[src/rtl/lif_pkg.sv]
// Shared types and arithmetic helpers for the LIF neuron array.
package lif_pkg;

    typedef enum logic {
        IDLE,
        COMMIT
    } cfg_state_t;

    // Unsigned add clamped to the largest value representable in 'width' bits.
    function automatic logic [31:0] sat_add(input logic [31:0] a,
                                            input logic [31:0] b,
                                            input int unsigned width);
        logic [32:0] sum;
        logic [32:0] max_val;
        sum     = {1'b0, a} + {1'b0, b};
        max_val = (33'd1 << width) - 33'd1;
        return (sum > max_val) ? max_val[31:0] : sum[31:0];
    endfunction

    function automatic logic [4:0] popcount(input logic [15:0] bits);
        logic [4:0] n;
        n = '0;
        for (int i = 0; i < 16; i++) begin
            n = n + 5'(bits[i]);
        end
        return n;
    endfunction

endpackage

[src/rtl/lif_neuron_array_if.sv]
// Threshold configuration handshake between a host and the neuron array.
interface lif_neuron_array_if #(
    parameter int W = 6
);
    logic         cfg_valid;
    logic         cfg_ready;
    logic [3:0]   cfg_ch;
    logic [W-1:0] cfg_th;
    logic         cfg_err;

    modport master (
        output cfg_valid,
        output cfg_ch,
        output cfg_th,
        input  cfg_ready,
        input  cfg_err
    );

    modport slave (
        input  cfg_valid,
        input  cfg_ch,
        input  cfg_th,
        output cfg_ready,
        output cfg_err
    );
endinterface

[src/rtl/lif_channel.sv]
// One leaky integrate-and-fire neuron: potential, threshold and refractory counter.
module lif_channel
    import lif_pkg::*;
#(
    parameter int W          = 6,
    parameter int LEAK_SHIFT = 1,
    parameter int REFRAC     = 2,
    parameter int TH_INIT    = 2 ** (W - 1)
) (
    input  logic         clk,
    input  logic         reset,
    input  logic         step_en,
    input  logic [W-1:0] in_cur,
    input  logic         reset_mode,
    input  logic         th_we,
    input  logic [W-1:0] th_wdata,
    output logic         fire,
    output logic         spike,
    output logic [W-1:0] v
);

    localparam int RC_W = (REFRAC > 1) ? $clog2(REFRAC + 1) : 1;

    logic [W-1:0]    v_reg, v_next;
    logic [W-1:0]    th_reg;
    logic [RC_W-1:0] rc_reg, rc_next;
    logic            spike_reg;
    logic [W-1:0]    leaked;
    logic [W-1:0]    sum;

    always_comb begin
        v_next  = v_reg;
        rc_next = rc_reg;
        fire    = 1'b0;
        leaked  = v_reg - (v_reg >> LEAK_SHIFT);
        sum     = W'(sat_add(32'(leaked), 32'(in_cur), W));
        // A zero threshold disables the channel without touching its refractory state.
        if (th_reg == '0) begin
            v_next = '0;
        end else if (rc_reg != '0) begin
            rc_next = rc_reg - RC_W'(1);
            v_next  = '0;
        end else if (sum >= th_reg) begin
            fire    = 1'b1;
            rc_next = RC_W'(REFRAC);
            v_next  = reset_mode ? (sum - th_reg) : '0;
        end else begin
            v_next = sum;
        end
    end

    always_ff @(posedge clk or posedge reset) begin
        if (reset) begin
            v_reg     <= '0;
            th_reg    <= W'(TH_INIT);
            rc_reg    <= '0;
            spike_reg <= 1'b0;
        end else begin
            if (step_en) begin
                v_reg     <= v_next;
                rc_reg    <= rc_next;
                spike_reg <= fire;
            end else begin
                spike_reg <= 1'b0;
            end
            // The step above already compared against the old value.
            if (th_we) begin
                th_reg <= th_wdata;
            end
        end
    end

    assign spike = spike_reg;
    assign v     = v_reg;

endmodule

[src/rtl/lif_neuron_array.sv]
// Array of LIF neurons with a threshold configuration port and a saturating spike counter.
module lif_neuron_array
    import lif_pkg::*;
#(
    parameter int N_CH       = 4,
    parameter int W          = 6,
    parameter int LEAK_SHIFT = 1,
    parameter int REFRAC     = 2,
    parameter int TH_INIT    = 2 ** (W - 1),
    parameter int CNT_W      = 8
) (
    input  logic                clk,
    input  logic                reset,
    input  logic                step_en,
    input  logic [N_CH*W-1:0]   in_cur,
    input  logic                reset_mode,
    lif_neuron_array_if.slave   cfg,
    output logic [N_CH-1:0]     spike,
    output logic [N_CH*W-1:0]   potential,
    output logic [CNT_W-1:0]    spike_cnt,
    input  logic                clr_cnt
);

    cfg_state_t       state_reg, state_next;
    logic             accept;
    logic             cfg_ready_c;
    logic             ch_valid;
    logic             cfg_err_reg;
    logic [N_CH-1:0]  fire;
    logic [N_CH-1:0]  th_we;
    logic [4:0]       step_pop;
    logic [CNT_W-1:0] cnt_reg;

    assign ch_valid = ({1'b0, cfg.cfg_ch} < 5'(N_CH));

    always_comb begin
        state_next  = state_reg;
        cfg_ready_c = 1'b0;
        accept      = 1'b0;
        case (state_reg)
            IDLE: begin
                cfg_ready_c = 1'b1;
                if (cfg.cfg_valid) begin
                    accept     = 1'b1;
                    state_next = COMMIT;
                end
            end
            COMMIT: begin
                state_next = IDLE;
            end
            default: begin
                state_next = IDLE;
            end
        endcase
    end

    always_ff @(posedge clk or posedge reset) begin
        if (reset) begin
            state_reg   <= IDLE;
            cfg_err_reg <= 1'b0;
        end else begin
            state_reg   <= state_next;
            cfg_err_reg <= accept && !ch_valid;
        end
    end

    assign cfg.cfg_ready = cfg_ready_c;
    assign cfg.cfg_err   = cfg_err_reg;

    generate
        for (genvar gi = 0; gi < N_CH; gi++) begin : g_ch
            assign th_we[gi] = accept && ch_valid && (cfg.cfg_ch == 4'(gi));

            lif_channel #(
                .W          (W),
                .LEAK_SHIFT (LEAK_SHIFT),
                .REFRAC     (REFRAC),
                .TH_INIT    (TH_INIT)
            ) u_channel (
                .clk        (clk),
                .reset      (reset),
                .step_en    (step_en),
                .in_cur     (in_cur[gi*W +: W]),
                .reset_mode (reset_mode),
                .th_we      (th_we[gi]),
                .th_wdata   (cfg.cfg_th),
                .fire       (fire[gi]),
                .spike      (spike[gi]),
                .v          (potential[gi*W +: W])
            );
        end
    endgenerate

    assign step_pop = popcount(16'(fire));

    // Clear wins over a same-cycle increment.
    always_ff @(posedge clk or posedge reset) begin
        if (reset) begin
            cnt_reg <= '0;
        end else if (clr_cnt) begin
            cnt_reg <= '0;
        end else if (step_en) begin
            cnt_reg <= CNT_W'(sat_add(32'(cnt_reg), 32'(step_pop), CNT_W));
        end
    end

    assign spike_cnt = cnt_reg;

endmodule

[src/flat_wrapper.sv]
// flat-port wrapper written by rule: the top's interface ports become plain ports
module lif_neuron_array_flat import lif_pkg::*;
#(
    parameter int N_CH       = 4,
    parameter int W          = 6,
    parameter int LEAK_SHIFT = 1,
    parameter int REFRAC     = 2,
    parameter int TH_INIT    = 2 ** (W - 1),
    parameter int CNT_W      = 8
)
  (clk, reset, step_en, in_cur, reset_mode, spike, potential, spike_cnt, clr_cnt, cfg_cfg_valid, cfg_cfg_ch, cfg_cfg_th, cfg_cfg_ready, cfg_cfg_err);
  lif_neuron_array_if #(.W(W)) cfg_i ();
  input  logic clk;
  input  logic reset;
  input  logic step_en;
  input  logic [N_CH*W-1:0] in_cur;
  input  logic reset_mode;
  output logic [N_CH-1:0] spike;
  output logic [N_CH*W-1:0] potential;
  output logic [CNT_W-1:0] spike_cnt;
  input  logic clr_cnt;
  input wire logic [$bits(cfg_i.cfg_valid)-1:0] cfg_cfg_valid;
  input wire logic [$bits(cfg_i.cfg_ch)-1:0] cfg_cfg_ch;
  input wire logic [$bits(cfg_i.cfg_th)-1:0] cfg_cfg_th;
  output wire logic [$bits(cfg_i.cfg_ready)-1:0] cfg_cfg_ready;
  output wire logic [$bits(cfg_i.cfg_err)-1:0] cfg_cfg_err;
  assign cfg_i.cfg_valid = cfg_cfg_valid;
  assign cfg_i.cfg_ch = cfg_cfg_ch;
  assign cfg_i.cfg_th = cfg_cfg_th;
  assign cfg_cfg_ready = cfg_i.cfg_ready;
  assign cfg_cfg_err = cfg_i.cfg_err;
  lif_neuron_array #(.N_CH(N_CH), .W(W), .LEAK_SHIFT(LEAK_SHIFT), .REFRAC(REFRAC), .TH_INIT(TH_INIT), .CNT_W(CNT_W)) u_core (.clk(clk), .reset(reset), .step_en(step_en), .in_cur(in_cur), .reset_mode(reset_mode), .cfg(cfg_i), .spike(spike), .potential(potential), .spike_cnt(spike_cnt), .clr_cnt(clr_cnt));
endmodule
[config.mk]
export PLATFORM = sky130hd
export DESIGN_NAME = lif_neuron_array_flat
export DESIGN_NICKNAME = d
export VERILOG_FILES = /design/src/rtl/lif_pkg.sv /design/src/rtl/lif_neuron_array_if.sv /design/src/rtl/lif_channel.sv /design/src/rtl/lif_neuron_array.sv /design/src/flat_wrapper.sv
export SDC_FILE = /design/constraint.sdc
export NUM_CORES = 1
export LEC_CHECK = 0
export CORE_ASPECT_RATIO = 1.1
export CORE_MARGIN = 5
export CORE_UTILIZATION = 50
export CTS_BUF_LIST = sky130_fd_sc_hd__clkbuf_8
export CTS_CLUSTER_DIAMETER = 200
export DETAILED_ROUTE_END_ITERATION = 12
export PLACE_DENSITY = 0.73
export SLEW_MARGIN = 15
export SYNTH_ARGS = -nofsm -noshare
export SYNTH_HDL_FRONTEND = slang
export SYNTH_SLANG_ARGS = --single-unit
[constraint.sdc]
create_clock -name clk -period 10.9 [get_ports clk]
set_input_delay 2.18 -clock clk [delete_from_list [all_inputs] [get_ports clk]]
set_output_delay 2.18 -clock clk [all_outputs]
set_load 0.005 [all_outputs]
==> results of run 1 <==
per-layer routing:
metal  global-route usage  part of all wire  up-vias
met1                0.260              0.45     2518
met5                    0                 0        -
met3               0.0353             0.043       25
met4               0.0464             0.017        0
met2                0.337              0.49      111
li1                     -                 -     2582
how the worst min path moves through the flow:
stage,from,end,slack [ns]
4_1_cts,u_core.g_ch[2].u_channel.th_reg[4],u_core.g_ch[2].u_channel.th_reg[4],0.51
2_1_floorplan,u_core.g_ch[3].u_channel.rc_reg[0],u_core.g_ch[3].u_channel.rc_reg[0],0.46
3_5_place_dp,u_core.g_ch[1].u_channel.th_reg[4],u_core.g_ch[1].u_channel.th_reg[4],0.49
5_1_grt,u_core.g_ch[1].u_channel.th_reg[4],u_core.g_ch[1].u_channel.th_reg[4],0.52
3_3_place_gp,u_core.g_ch[3].u_channel.rc_reg[0],u_core.g_ch[3].u_channel.rc_reg[0],0.47
6_report,u_core.g_ch[2].u_channel.th_reg[4],u_core.g_ch[2].u_channel.th_reg[4],0.51
through the flow:
| step | util | hold slack [ns] | setup WS [ns] | instances | instance area, um^2 |
|---|---|---|---|---|---|
| 6_report | 0.609 | 0.510 | 3.59 | 925 | 7360 |
| 2_1_floorplan | - | 0.458 | 4.25 | 688 | 6190 |
| 5_1_grt | 0.609 | 0.518 | 3.19 | 925 | 7360 |
| 4_1_cts | 0.609 | 0.512 | 3.63 | 925 | 7360 |
| 3_5_place_dp | 0.588 | 0.494 | 3.28 | 909 | 7110 |
| 3_3_place_gp | 0.588 | 0.469 | 3.43 | 909 | 7110 |
cell usage after synthesis (all sizes together) (5+ instances only):
| cell | count | share of area |
|---|---|---|
| a221o | 8 | 0.013 |
| nand2 | 35 | 0.021 |
| and3 | 8 | 0.0081 |
| a31oi | 7 | 0.0071 |
| mux2 | 24 | 0.044 |
| a21oi | 34 | 0.027 |
| nor2 | 48 | 0.029 |
| ha | 84 | 0.17 |
| a21o | 7 | 0.0085 |
| a21boi | 5 | 0.0061 |
| nor2b | 22 | 0.023 |
| buf | 6 | 0.0061 |
| dfrtp | 66 | 0.27 |
| nor3 | 10 | 0.0089 |
| o221ai | 11 | 0.016 |
| o21a | 12 | 0.015 |
| xor2 | 11 | 0.016 |
| xnor2 | 19 | 0.027 |
| nor4 | 6 | 0.0061 |
| o21bai | 5 | 0.0061 |
| o31a | 5 | 0.0071 |
| nor3b | 7 | 0.0085 |
| o22ai | 7 | 0.0081 |
| clkbuf | 6 | 0.0036 |
| fa | 14 | 0.045 |
| nand2b | 10 | 0.010 |
| mux2i | 5 | 0.0081 |
| o21ai | 37 | 0.030 |
| inv | 101 | 0.061 |
| nand3 | 16 | 0.013 |
logic make-up (layout without fill, tap and decap cells):
kind of cell / after synthesis / in the layout / share of synthesized area
AOI/OAI and AO/OA: 161 / 161 / 0.178
DFF: 70 / 70 / 0.284
xor gates and xnor gates: 30 / 30 / 0.0424
buffers and inverters: 113 / 196 / 0.0709
muxes: 29 / 29 / 0.0517
and+or+nand+nor: 187 / 187 / 0.158
adders and majority gates: 98 / 98 / 0.215
critical path, stage by stage:
cell and delay, ns:
clkdlybuf4s50_1 0.47, ha_1 0.16, inv_1 0.05, fa_1 0.38, nand2b_1 0.18, a21oi_1 0.17, o21ai_1 0.09, nor2b_1 0.17
nand2_1 0.12, inv_1 0.07, fa_1 0.40, nor2b_1 0.23, o31ai_2 0.11, a31o_2 0.30, nor2b_1 0.18, ha_1 0.28
fa_1 0.41, ha_1 0.34, fa_1 0.23, a21oi_1 0.08, nor2b_1 0.26, nand3_1 0.25, and4_1 0.27, nor3_1 0.17
layout make-up:
| cell class | count | share of cell area |
|---|---|---|
| well taps | 154 | 0.0262 |
| inverters | 101 | 0.0515 |
| repair buffers | 79 | 0.107 |
| clock buffers | 10 | 0.0187 |
| clock inverters | 6 | 0.0158 |
| multi-input cells | 505 | 0.543 |
| flip-flops and latches | 70 | 0.239 |
==> summary.txt, run 1 <==
CTS Hold Bufs - 0
Worst Tran Pin Value - 0.997 ns
worst reg2reg startpoint - u_core.g_ch[1].u_channel.v[0]
crit share post-route - 0.671
Root Driver - clkbuf_8
final WL - 14300 um
Layout area overhead - 18.9%
DRT iter0 DRCs - 297
relative slew slack - 0.334
layout cell share with drive strength beyond 1 - 0.0726
max-cap violation count - 0
via count - 5236
CP startpoint - in_cur[0]
Fmax - 137 MHz
CTS Buf Count - 9
final global-route overflow total - 0
Mapped Area - 6190 um^2
Setup crit end - u_core.spike_cnt[4]
RSZ-0062 raised after global routing - no
Antenna Violating Nets Remaining - 0
Mean Syn Cell Area - 9.00 um^2
crit start category - input port
maximum fanout along the worst path - 6
Final #Nets - 904
commonest non-fill, non-tap cell in the layout - inv_1
most frequent cells in the layout - 100 x inv_1, 84 x ha_1, 77 x clkdlybuf4s50_1
Slew Limit Fails - 0
Reg2Reg Depth - 27
Clock transition at path regs - 0.08 ns
CP Data Required Time - 11.16 ns
Seq. cell area - 1760 um^2
Yosys Warn Count - 0
initial antenna violation count - 0
critical path arrival - 7.57 ns
Final min period - 7.31 ns
I/O Pins - 78
width of the chip - 116 um
worst hold path depth - 1
HP Class - reg2reg
post-synthesis register bit count - 70
sequential share of the synthesized area - 0.284
wire length of the first global-routing pass - 23800 um
status - finished, final reports clean
I/O Buffers - 77
half-perimeter wire length after placement - 11500 um
WL per Instance - 15.5 um
Worst R2R Setup Slack - 4.57 ns
cells after synthesis - 688
GPL Wtd Cong - 0.903
Crit. End Element - flip-flop
Global Route Usage Sum - 0.197
Final TNS setup - 0 ns
CTS tree - yes
number of synthesized flops with an enable pin - 0
Starting Density - 0.512
Fin. Hold Viols - 0
Setup CP Type - in2reg
die area - 14700 um^2
CTS max path bufs - 2
Pre-antenna DRT Iters - 5
number of vias per cell - 5.66
CTS resizes - 0
Net Count, Synth - 826
Layout fillers - 1061
Core ar. - 12100 um^2
Skew-Pair Late Insertion Delay - 0.35 ns
clk sinks - 70
DRC - 0
Site Rows - 42
Post-CTS Repair Setup Buffers - 0
clock skew - 0.0126 ns
vias in the first global route - 5245
die height - 127 um
H-tree depth - 3
Async SR Flop Fraction - 1.00
Netlist cell types - 63
# diodes - 0
ys flop type - dfrtp_1
largest net degree at the start of global routing - 71
area of the multi-input gates - 4000 um^2
# setup viols final - 0
Worst R2R End - u_core.spike_cnt[4]
Power of run 1 is left out: the tool's default activity adds up to more than one toggle a clock period on the data nets, which glitch-free logic cannot reach.
==> run 2: changes to the inputs <==
==> constraint.sdc (replaced) <==
create_clock -name clk -period 7.3 [get_ports clk]
set_input_delay 1.46 -clock clk [delete_from_list [all_inputs] [get_ports clk]]
set_output_delay 1.46 -clock clk [all_outputs]
set_load 0.005 [all_outputs]
==> run 2 against run 1 <==
Final cell count unchanged. Global-route usage up 0.091 points. Via count down 1.4%. Critical path depth unchanged. Critical path type unchanged.
==> summary.txt, run 2 (synthesized netlist as in run 1, its figures left out) <==
status - finished, final reports clean
initial antenna violation count - 0
most frequent cells in the layout - 101 x inv_1, 84 x ha_1, 77 x clkdlybuf4s50_1
Fmax - 153 MHz
final global-route overflow total - 0
number of vias per cell - 5.58
RSZ-0062 raised after global routing - no
Layout fillers - 1049
GPL Wtd Cong - 0.903
Final #Nets - 904
via count - 5162
layout cell share with drive strength beyond 1 - 0.0713
critical path arrival - 6.79 ns
worst path cell trace - clkdlybuf4s50_1, ha_1, inv_1, fa_1, nand2b_1, a21oi_1, o21ai_1, nor2b_1, nand2_1, inv_1, fa_1, nor2b_1, o31ai_2, a31o_2, nor2b_1, ha_1, fa_1, ha_1, fa_1, a21oi_1, nor2b_1, nand3_1, and4_1, nor3_1
Layout area overhead - 18.3%
Final TNS setup - 0 ns
commonest non-fill, non-tap cell in the layout - inv_1
Global Route Usage Sum - 0.198
width of the chip - 116 um
largest stage delay on the critical path - 0.47 ns
clk sinks - 70
# diodes - 0
CTS Buf Count - 9
HP Class - reg2reg
CP Data Required Time - 7.58 ns
crit start category - input port
Worst R2R Setup Slack - 1.02 ns
Core ar. - 12100 um^2
Pre-antenna DRT Iters - 4
clock skew - 0.00462 ns
crit share post-route - 0.893
Worst Tran Pin Value - 1.00 ns
Site Rows - 42
H-tree depth - 3
vias in the first global route - 5163
Starting Density - 0.512
WL per Instance - 15.3 um
max-cap violation count - 0
wire length of the first global-routing pass - 23700 um
Root Driver - clkbuf_8
largest net degree at the start of global routing - 71
CTS resizes - 0
Fin. Hold Viols - 0
die height - 127 um
Core Util, Final - 0.606
final WL - 14200 um
DRC - 0
maximum fanout along the worst path - 6
Clock transition at path regs - 0.08 ns
CTS Hold Bufs - 0
Post-CTS Repair Setup Buffers - 0
I/O Buffers - 77
I/O Pins - 78
die area - 14700 um^2
half-perimeter wire length after placement - 11500 um
# setup viols final - 0
DRT iter0 DRCs - 221
CTS max path bufs - 2
Final min period - 6.52 ns
relative slew slack - 0.330
Skew-Pair Late Insertion Delay - 0.36 ns
Setup CP Type - in2reg
CP max-delay cell - clkdlybuf4s50_1
Antenna Violating Nets Remaining - 0
Crit. End Element - flip-flop
Slew Limit Fails - 0
CTS tree - yes
[run 2: area by class of cell]
cell class	count	area (um^2)	area share
multi-input cells	505	4000	0.546
inverters	101	379	0.0518
clock buffers	9	124	0.0169
repair buffers	79	786	0.107
clock inverters	7	90.1	0.0123
well taps	154	193	0.0263
flip-flops and latches	70	1760	0.240
[run 2: per-stage QoR]
stage / area (um^2) / cells / setup WS [ns] / hold WS, ns
6_report: 7320 / 925 / 0.784 / 0.503
4_1_cts: 7320 / 925 / 0.799 / 0.510
3_5_place_dp: 7110 / 909 / 0.426 / 0.491
3_3_place_gp: 7110 / 909 / 0.559 / 0.469
2_1_floorplan: 6190 / 688 / 1.37 / 0.458
5_1_grt: 7320 / 925 / 0.314 / 0.530
[run 2: final timing paths]
check | depth (start not counted) | startpoint | to
max | 24 | in_cur[0] | u_core.spike_cnt[4]
min | 1 | u_core.g_ch[0].u_channel.rc_reg[0] | u_core.g_ch[0].u_channel.rc_reg[0]
max reg2reg | 26 | u_core.g_ch[1].u_channel.v[1] | u_core.spike_cnt[4]
min reg2reg | 1 | u_core.g_ch[0].u_channel.rc_reg[0] | u_core.g_ch[0].u_channel.rc_reg[0]
max in group asynchronous | 3 | reset | u_core.g_ch[0].u_channel.th_reg[1]
min in group asynchronous | 3 | reset | u_core.spike_cnt[6]
[run 2: metal layers]
layer	share of wire	track usage	wire length [um]
met1	0.46	0.258	6490
met2	0.49	0.335	6920
met3	0.042	0.0419	597
met4	0.012	0.0505	163
met5	0	0	0
[run 2: worst max-delay path: cells and delay by family]
family | cells | cell delay, ns
AO/OA/AOI/OAI | 5 | 0.75
adder cells (fa/ha/maj) | 7 | 2.21
buffers and inverters | 3 | 0.59
AND/OR/NAND/NOR | 9 | 1.78
Power of run 2 is left out for the same reason.
==> run 3: changes to the inputs <==
--- a/config.mk
+++ b/config.mk
@@ -8,7 +8,6 @@
 export CORE_ASPECT_RATIO = 1.1
 export CORE_MARGIN = 5
 export CORE_UTILIZATION = 50
-export CTS_BUF_LIST = sky130_fd_sc_hd__clkbuf_8
 export CTS_CLUSTER_DIAMETER = 200
 export DETAILED_ROUTE_END_ITERATION = 12
 export PLACE_DENSITY = 0.73
==> run 3 against run 2 <==
Sequential share of layout area down 0.33 points. Global-route usage increased by 0.15 points. Design area up 1.4%. First-iteration DRC count grew 7.2%. Register-to-register slack gained 0.02 ns. Worst hold slack lost 0.0040 ns. Clock-buffer cell count up 1. Highest routed layer unchanged. Via count up 0.35%. Die area did not move. Clock skew fell by 0.0013 ns. Critical path depth unchanged. Worst setup slack worse by 0.091 ns.
==> summary.txt, run 3 (synthesized netlist as in run 1, its figures left out) <==
commonest non-fill, non-tap cell in the layout - inv_1
dpl ws - 0.426 ns
Pre-antenna DRT Iters - 5
half-perimeter wire length after placement - 11500 um
Layout area overhead - 19.9%
CTS resizes - 0
Worst Tran Pin Value - 1.03 ns
CP Data Required Time - 7.51 ns
CP max-delay cell - clkdlybuf4s50_1
Starting Density - 0.512
width of the chip - 116 um
status - finished, final reports clean
final WL - 14300 um
die height - 127 um
family with the most delay on the worst path - adder cells
final global-route overflow total - 0
met3 usage - 0.0414
CTS Buf Count - 9
Final min period - 6.61 ns
final instance area - 7430 um^2
Site Rows - 42
clk sinks - 70
GRT met2 Usage - 0.339
DRT iter0 DRCs - 237
Fin. Hold Viols - 0
GRT Max-Usage Layer - met2
Setup CP Type - in2reg
number of vias per cell - 5.60
H-tree depth - 3
HP Class - reg2reg
# setup viols final - 0
critical path arrival - 6.82 ns
relative slew slack - 0.309
Post-CTS Repair Setup Buffers - 0
Layout fillers - 1044
largest stage delay on the critical path - 0.47 ns
clock skew - 0.00333 ns
Crit. End Element - flip-flop
wire length of the first global-routing pass - 23900 um
vias in the first global route - 5200
Clock transition at path regs - 0.06 ns
largest net degree at the start of global routing - 71
Final #Nets - 904
I/O Pins - 78
grt met1 use - 0.259
worst path cell trace - clkdlybuf4s50_1, ha_1, inv_1, fa_1, nand2b_1, a21oi_1, o21ai_1, nor2b_1, nand2_1, inv_1, fa_1, nor2b_1, o31ai_2, a31o_2, nor2b_1, ha_1, fa_1, ha_1, fa_1, a21oi_1, nor2b_1, nand3_1, and4_1, nor3_1
crit share post-route - 0.905
most frequent cells in the layout - 100 x inv_1, 84 x ha_1, 77 x clkdlybuf4s50_1
CTS max path bufs - 2
max-cap violation count - 0
Cell Area, Placed - 7110 um^2
Antenna Violating Nets Remaining - 0
layout cell share with drive strength beyond 1 - 0.0713
Worst Slack Setup Final - 0.694 ns
via count - 5180
crit start category - input port
die area - 14700 um^2
RSZ-0062 raised after global routing - no
CTS Hold Bufs - 0
Global Route Usage Sum - 0.200
maximum fanout along the worst path - 6
Root Driver - clkbuf_16
WP buf/inv - 3
DRC - 0
Fmax - 151 MHz
Slew Limit Fails - 0
GPL Wtd Cong - 0.903
I/O Buffers - 77
CTS tree - yes
Final TNS setup - 0 ns
Core ar. - 12100 um^2
Skew-Pair Late Insertion Delay - 0.34 ns
initial antenna violation count - 0
WL per Instance - 15.4 um
# diodes - 0
run 3: changes by cell type in the layout (fill, tap and decap cells not counted), sizes merged:
cell	previous run	this run
inv	102	101
clkbuf	9	10
run 3: stage by stage:
stage / hold WS [ns] / util / std cells
after floorplan: 0.458 / - / 688
after global placement: 0.469 / 0.588 / 909
after detailed placement: 0.491 / 0.588 / 909
after CTS: 0.504 / 0.614 / 925
after global routing: 0.525 / 0.614 / 925
final: 0.499 / 0.614 / 925
run 3: layout make-up:
class / count / area [um^2] / share of cell area
inverters: 101 / 379 / 0.0511
well taps: 154 / 193 / 0.0259
multi-input cells: 505 / 4000 / 0.538
repair buffers: 79 / 786 / 0.106
flip-flops and latches: 70 / 1760 / 0.237
clock buffers: 10 / 229 / 0.0308
clock inverters: 6 / 86.3 / 0.0116
run 3: path summary, 6_finish.rpt:
check                                                   start                                 end  slack [ns]  cells past startpoint
hold reg to reg            u_core.g_ch[0].u_channel.rc_reg[0]  u_core.g_ch[0].u_channel.rc_reg[0]        0.50                      1
min in group asynchronous                               reset                 u_core.spike_cnt[6]        1.70                      3
setup / recovery                                    in_cur[0]                 u_core.spike_cnt[4]        0.69                     24
max in group asynchronous                               reset  u_core.g_ch[0].u_channel.th_reg[1]        5.02                      3
setup reg to reg                u_core.g_ch[1].u_channel.v[1]                 u_core.spike_cnt[4]        1.04                     26
hold / removal             u_core.g_ch[0].u_channel.rc_reg[0]  u_core.g_ch[0].u_channel.rc_reg[0]        0.50                      1
run 3: metal layers:
| metal | routed length, um | vias to the layer above |
|---|---|---|
| met3 | 613 | 19 |
| met4 | 177 | 0 |
| li1 | - | 2575 |
| met5 | 0 | - |
| met1 | 6450 | 2472 |
| met2 | 7040 | 114 |
Power of run 3 is left out for the same reason.
